**src/rtl/fetch_stage.sv**
```systemverilog
// Instruction fetch stage: PC register with redirect/stall control and the IF/ID pipeline register.
// PCF is driven straight from the PC register; every other output comes from the IF/ID register.
module fetch_stage #(
    parameter logic [31:0] RESET_PC  = 32'hBFC00000,
    parameter logic [31:0] NOP_INSTR = 32'h00000013
) (
    input  logic        clk,
    input  logic        rst,
    input  logic        StallF,
    input  logic        StallD,
    input  logic        FlushD,
    input  logic        PCSrcE,
    input  logic [31:0] PCTargetE,
    input  logic [31:0] InstrF,
    output logic [31:0] PCF,
    output logic [31:0] InstrD,
    output logic [31:0] PCD,
    output logic [31:0] PCPlus4D,
    output logic        ValidD,
    output logic [31:0] FetchCount
);

    localparam int unsigned XLEN = 32;

    logic [XLEN-1:0] pc_q, pc_d;
    logic [XLEN-1:0] instr_q, instr_d;
    logic [XLEN-1:0] pcd_q, pcd_d;
    logic [XLEN-1:0] pcplus4d_q, pcplus4d_d;
    logic            valid_q, valid_d;
    logic [XLEN-1:0] count_q, count_d;
    logic [XLEN-1:0] pcplus4_f;

    assign pcplus4_f = pc_q + XLEN'(4);

    // Redirect wins over stall; target is forced word-aligned.
    always_comb begin
        pc_d = pcplus4_f;
        if (PCSrcE) begin
            pc_d = {PCTargetE[31:2], 2'b00};
        end else if (StallF) begin
            pc_d = pc_q;
        end
    end

    // IF/ID register: flush beats stall; only a real load bumps the fetch counter.
    always_comb begin
        instr_d    = instr_q;
        pcd_d      = pcd_q;
        pcplus4d_d = pcplus4d_q;
        valid_d    = valid_q;
        count_d    = count_q;
        if (FlushD) begin
            instr_d    = NOP_INSTR;
            pcd_d      = '0;
            pcplus4d_d = '0;
            valid_d    = 1'b0;
        end else if (!StallD) begin
            instr_d    = InstrF;
            pcd_d      = pc_q;
            pcplus4d_d = pcplus4_f;
            valid_d    = 1'b1;
            count_d    = count_q + XLEN'(1);
        end
    end

    always_ff @(posedge clk) begin
        if (rst) begin
            pc_q       <= RESET_PC;
            instr_q    <= NOP_INSTR;
            pcd_q      <= '0;
            pcplus4d_q <= '0;
            valid_q    <= 1'b0;
            count_q    <= '0;
        end else begin
            pc_q       <= pc_d;
            instr_q    <= instr_d;
            pcd_q      <= pcd_d;
            pcplus4d_q <= pcplus4d_d;
            valid_q    <= valid_d;
            count_q    <= count_d;
        end
    end

    assign PCF        = pc_q;
    assign InstrD     = instr_q;
    assign PCD        = pcd_q;
    assign PCPlus4D   = pcplus4d_q;
    assign ValidD     = valid_q;
    assign FetchCount = count_q;

endmodule

```
**config.mk**
```make
export PLATFORM = sky130hd
export DESIGN_NAME = fetch_stage
export DESIGN_NICKNAME = d
export VERILOG_FILES = /design/src/rtl/fetch_stage.sv
export SDC_FILE = /design/constraint.sdc
export NUM_CORES = 1
export LEC_CHECK = 0
export BUFFER_PORTS_ARGS = -buffer_cell sky130_fd_sc_hd__buf_2
export CAP_MARGIN = 40
export CORE_ASPECT_RATIO = 0.9
export CORE_UTILIZATION = 46
export CTS_CLUSTER_SIZE = 28
export DETAILED_ROUTE_END_ITERATION = 12
export GPL_ROUTABILITY_DRIVEN = 0
export PLACE_DENSITY = 0.8
export SYNTH_ARGS = -nofsm -noshare
export SYNTH_HDL_FRONTEND = slang
export SYNTH_SLANG_ARGS = --single-unit
```
**constraint.sdc**
```tcl
create_clock -name clk -period 2.2 [get_ports clk]
set_input_delay 0.11 -clock clk [delete_from_list [all_inputs] [get_ports clk]]
set_output_delay 0.11 -clock clk [all_outputs]
set_load 0.03 [all_outputs]
```
==> parameters.txt <==
Parameter                              Value

Status
  Result of the run ... completed

Logic synthesis
  Flops & latches, synth ... 155
  EDFF count, synth ... 0
  Cell types occupying the most area after synthesis ... sky130_fd_sc_hd__dfxtp_1, sky130_fd_sc_hd__mux2i_1, sky130_fd_sc_hd__nor2_1
  Cell variety after synth ... 54
  Post-Synthesis Mean Instance Area ... 8.80 sq um
  Area leader, netlist ... sky130_fd_sc_hd__dfxtp_1
  Synth warnings ... 0
  Sequential cell area fraction in the yosys report ... 0.450
  Post-Syn Area ... 6900 sq um
  Number of standard cells after synthesis ... 784
  Area share of the largest cell type after synthesis ... 0.450
  Share of synthesized flip-flops with an asynchronous set or reset ... 0
  Flip-flop cell with the highest count after synthesis ... sky130_fd_sc_hd__dfxtp_1

Floorplanning
  Core Region ... 14,700 sq um
  Top Ports ... 231
  Std-Cell Rows ... 42
  Die Span Y ... 118 um
  Starting utilization of the core area ... 0.470
  Horizontal die dimension ... 131 um
  DIE AREA ... 15,500 sq um

Clock network
  Num CTS Buffers ... 17
  CTS Sinks ... 155
  Clock tree from TritonCTS ... built
  Post-CTS clock slew at the launch and capture registers of the worst setup and hold paths ... 0.06 ns
  H-tree levels ... 4
  Maximum clock path buffer count ... 2
  Later-pin clock latency in the skew report ... 0.42 ns
  Buffer cell driving the clock tree root ... sky130_fd_sc_hd__clkbuf_16
  Setup fix buffers added after clock tree synthesis ... 0

STA
  Final worst clock skew ... 0.00729 ns
  Worst Max-Slew Pin Slew ... 0.845 ns
  Clock period minus worst slack ... 2.06 ns
  Final-report max-slew violation count ... 0
  Hold violation count in the final report ... 0
  Setup tns final ... 0 ns
  Maximum clock frequency ... 484 MHz
  Fin worst setup slack ... 0.135 ns
  Setup repair after global routing missed its margin ... no
  Share of the clock period used by the worst path after layout ... 0.939
  Final setup violation count ... 0
  Slew margin rel. ... 0.437

GRT
  GR Overflow Total ... 0
  Largest net degree at the start of global routing ... 60
  Vias in the first global route ... 6,526
  GRT Total Usage ... 0.280
  Antenna violations before repair ... 0
  Global-route wire length before repair ... 33,600 um

Power and ir drop
  Pleak ... 4.31 nW
  Post-route total power ... 6.92 mW
  Max rail drop VDD ... 0.000746 V
  Pwr dens ... 723 nW/um^2

Setup path
  Crit path arrival time ... 2.42 ns
  Path depth of the worst reg2reg path ... 5
  Kind of capture point of the worst setup path ... flip-flop
  Largest fanout of any net on the critical path ... 7
  Category of the worst setup path launch point ... flip-flop
  WS Path Type ... reg -> reg
  Data required time of the critical path ... 2.55 ns

Routing
  Final Routed Wirelength ... 21,400 um
  Number of routed nets with antenna violations ... 0
  DRC violations left ... 0
  Per-cell routed wire length ... 16.6 um
  Vias after detailed routing ... 6,841
  Post-detailed-route via-to-cell ratio ... 5.32
  Drt first-iter violations ... 579
  Iteration count of the initial detailed-routing pass ... 5

Final layout
  # nets final ... 1,145
  Proportion of layout cells with a drive suffix above 1 ... 0.297
  Non-Filler Instances ... 1,285
  Final Core Density ... 0.653
  Layout overhead on the synthesized area ... 38.9%

Place
  Total half-perimeter wirelength after legalization and detailed placement ... 14,300 um
  Number of port buffers ... 222
  Number of cells after detailed placement ... 1,192
  Worst slack at placement ... 0.187 ns

Hold path
  Kind of path behind the tightest hold check ... in -> reg
  Worst hold path cell count ... 3

Run
  Maxcap violations ... 0
flip-flops by register name, indices dropped and copies added, names as in the netlist:
register,flops
PCF,30
PCD,30
PCPlus4D,30
ValidD,1
InstrD,32
FetchCount,32
final timing paths:
path                                    from                          end  slack [ns]
hold / removal                 PCTargetE[23]         PCF[23]$_SDFFE_PP1P_       0.005
setup / recovery  FetchCount[2]$_SDFFE_PP0P_  FetchCount[29]$_SDFFE_PP0P_        0.14
hold reg to reg       InstrD[4]$_SDFFE_PP1N_       InstrD[4]$_SDFFE_PP1N_        0.47
setup reg to reg  FetchCount[2]$_SDFFE_PP0P_  FetchCount[29]$_SDFFE_PP0P_        0.14
cells in the mapped netlist (3+ instances only):
library cell               count
sky130_fd_sc_hd__inv_1         6
sky130_fd_sc_hd__xor2_1       40
sky130_fd_sc_hd__nand3_1      21
sky130_fd_sc_hd__buf_1        10
sky130_fd_sc_hd__buf_4         6
sky130_fd_sc_hd__xnor2_1      34
sky130_fd_sc_hd__clkbuf_1     35
sky130_fd_sc_hd__a21oi_1      38
sky130_fd_sc_hd__nor2_1      135
sky130_fd_sc_hd__nor3_1       20
sky130_fd_sc_hd__nor4_1       12
sky130_fd_sc_hd__nand4_1      25
sky130_fd_sc_hd__dfxtp_1     155
sky130_fd_sc_hd__and4_1        5
sky130_fd_sc_hd__and2_1        3
sky130_fd_sc_hd__or3_1         9
sky130_fd_sc_hd__a211oi_1     11
sky130_fd_sc_hd__and3_1       12
sky130_fd_sc_hd__mux2i_1      67
sky130_fd_sc_hd__nand2_1      51
sky130_fd_sc_hd__a311oi_1      3
sky130_fd_sc_hd__buf_2         9
sky130_fd_sc_hd__o21a_1        4
sky130_fd_sc_hd__or4_1         4
sky130_fd_sc_hd__a22o_1        3
sky130_fd_sc_hd__o21ai_0      28
sky130_fd_sc_hd__clkbuf_2      3
critical path, stage by stage, from the launching register on:
cell and delay [ns]:
sky130_fd_sc_hd__dfxtp_1 0.40, sky130_fd_sc_hd__or3b_1 0.43, sky130_fd_sc_hd__nor3_1 0.33, sky130_fd_sc_hd__nand4_1 0.29, sky130_fd_sc_hd__or3_1 0.39, sky130_fd_sc_hd__a21oi_1 0.15
final cells by class:
| cell class | instances | area [sq um] |
|---|---|---|
| antenna | 1 | 2.50 |
| clock buffer | 20 | 467 |
| clock inverter | 12 | 135 |
| fill | 1204 | 5080 |
| inverter | 7 | 26.3 |
| multi-input combinational | 564 | 3510 |
| sequential | 155 | 3110 |
| tap | 198 | 248 |
| timing repair buffer | 328 | 2070 |
cells in the final DEF (no fill, tap or decap), types with 3 or more instances in the layout:
master | synthesis | layout
sky130_fd_sc_hd__or4_1 | 4 | 4
sky130_fd_sc_hd__dfxtp_1 | 155 | 146
sky130_fd_sc_hd__a22o_1 | 3 | 3
sky130_fd_sc_hd__dlygate4sd3_1 | 0 | 60
sky130_fd_sc_hd__nand3_1 | 21 | 21
sky130_fd_sc_hd__dfxtp_2 | 0 | 9
sky130_fd_sc_hd__clkinvlp_4 | 0 | 4
sky130_fd_sc_hd__and2_1 | 3 | 3
sky130_fd_sc_hd__nand2_1 | 51 | 51
sky130_fd_sc_hd__xnor2_1 | 34 | 34
sky130_fd_sc_hd__buf_4 | 6 | 46
sky130_fd_sc_hd__nand4_1 | 25 | 25
sky130_fd_sc_hd__nor3_1 | 20 | 20
sky130_fd_sc_hd__a211oi_1 | 11 | 11
sky130_fd_sc_hd__conb_1 | 1 | 6
sky130_fd_sc_hd__inv_6 | 0 | 3
sky130_fd_sc_hd__a311oi_1 | 3 | 3
sky130_fd_sc_hd__clkbuf_16 | 0 | 17
sky130_fd_sc_hd__a21oi_1 | 38 | 38
sky130_fd_sc_hd__and4_1 | 5 | 5
sky130_fd_sc_hd__o21ai_0 | 28 | 28
sky130_fd_sc_hd__nor4_1 | 12 | 12
sky130_fd_sc_hd__o21a_1 | 4 | 4
sky130_fd_sc_hd__inv_1 | 6 | 6
sky130_fd_sc_hd__mux2i_1 | 67 | 67
sky130_fd_sc_hd__buf_2 | 9 | 221
sky130_fd_sc_hd__and3_1 | 12 | 12
sky130_fd_sc_hd__clkbuf_8 | 0 | 3
sky130_fd_sc_hd__or3_1 | 9 | 9
sky130_fd_sc_hd__nor2_1 | 135 | 135
sky130_fd_sc_hd__xor2_1 | 40 | 40
cells by family after synthesis:
group	count (synthesis)	synth area share
other	1	0.000544
and+or+nand+nor	318	0.228
xor gates and xnor gates	74	0.0940
adders and majority gates	2	0.00363
AOI/OAI and AO/OA	97	0.0831
buffers and inverters	70	0.0435
DFF	155	0.450
muxes	67	0.0972
per-layer routing:
layer,GRT usage,routed length [um]
met1,0.359,8900
met2,0.446,10000
met5,0,0
met3,0.0806,2030
met4,0.0941,433
metrics by stage:
step	hold slack [ns]	cell area [sq um]
2_1_floorplan	0.235	6930
3_3_place_gp	0.327	8370
3_5_place_dp	0.329	8370
4_1_cts	0.0000785	9570
5_1_grt	0.0115	9570
6_report	0.00461	9580
power by group:
group | switching (mW) | internal (mW) | total, mW
Sequential | 0.0747 | 2.90 | 2.98
Combinational | 0.582 | 0.365 | 0.947
Clock | 1.23 | 1.77 | 3.00
Total | 1.88 | 5.04 | 6.92
what timing repair did:
item,in CTS,in global routing
endpoints found under the hold margin,60,0
resized for setup,0,0
setup endpoints to repair,0,1
hold buffers,60,0
(Power assumes the default switching activity.)
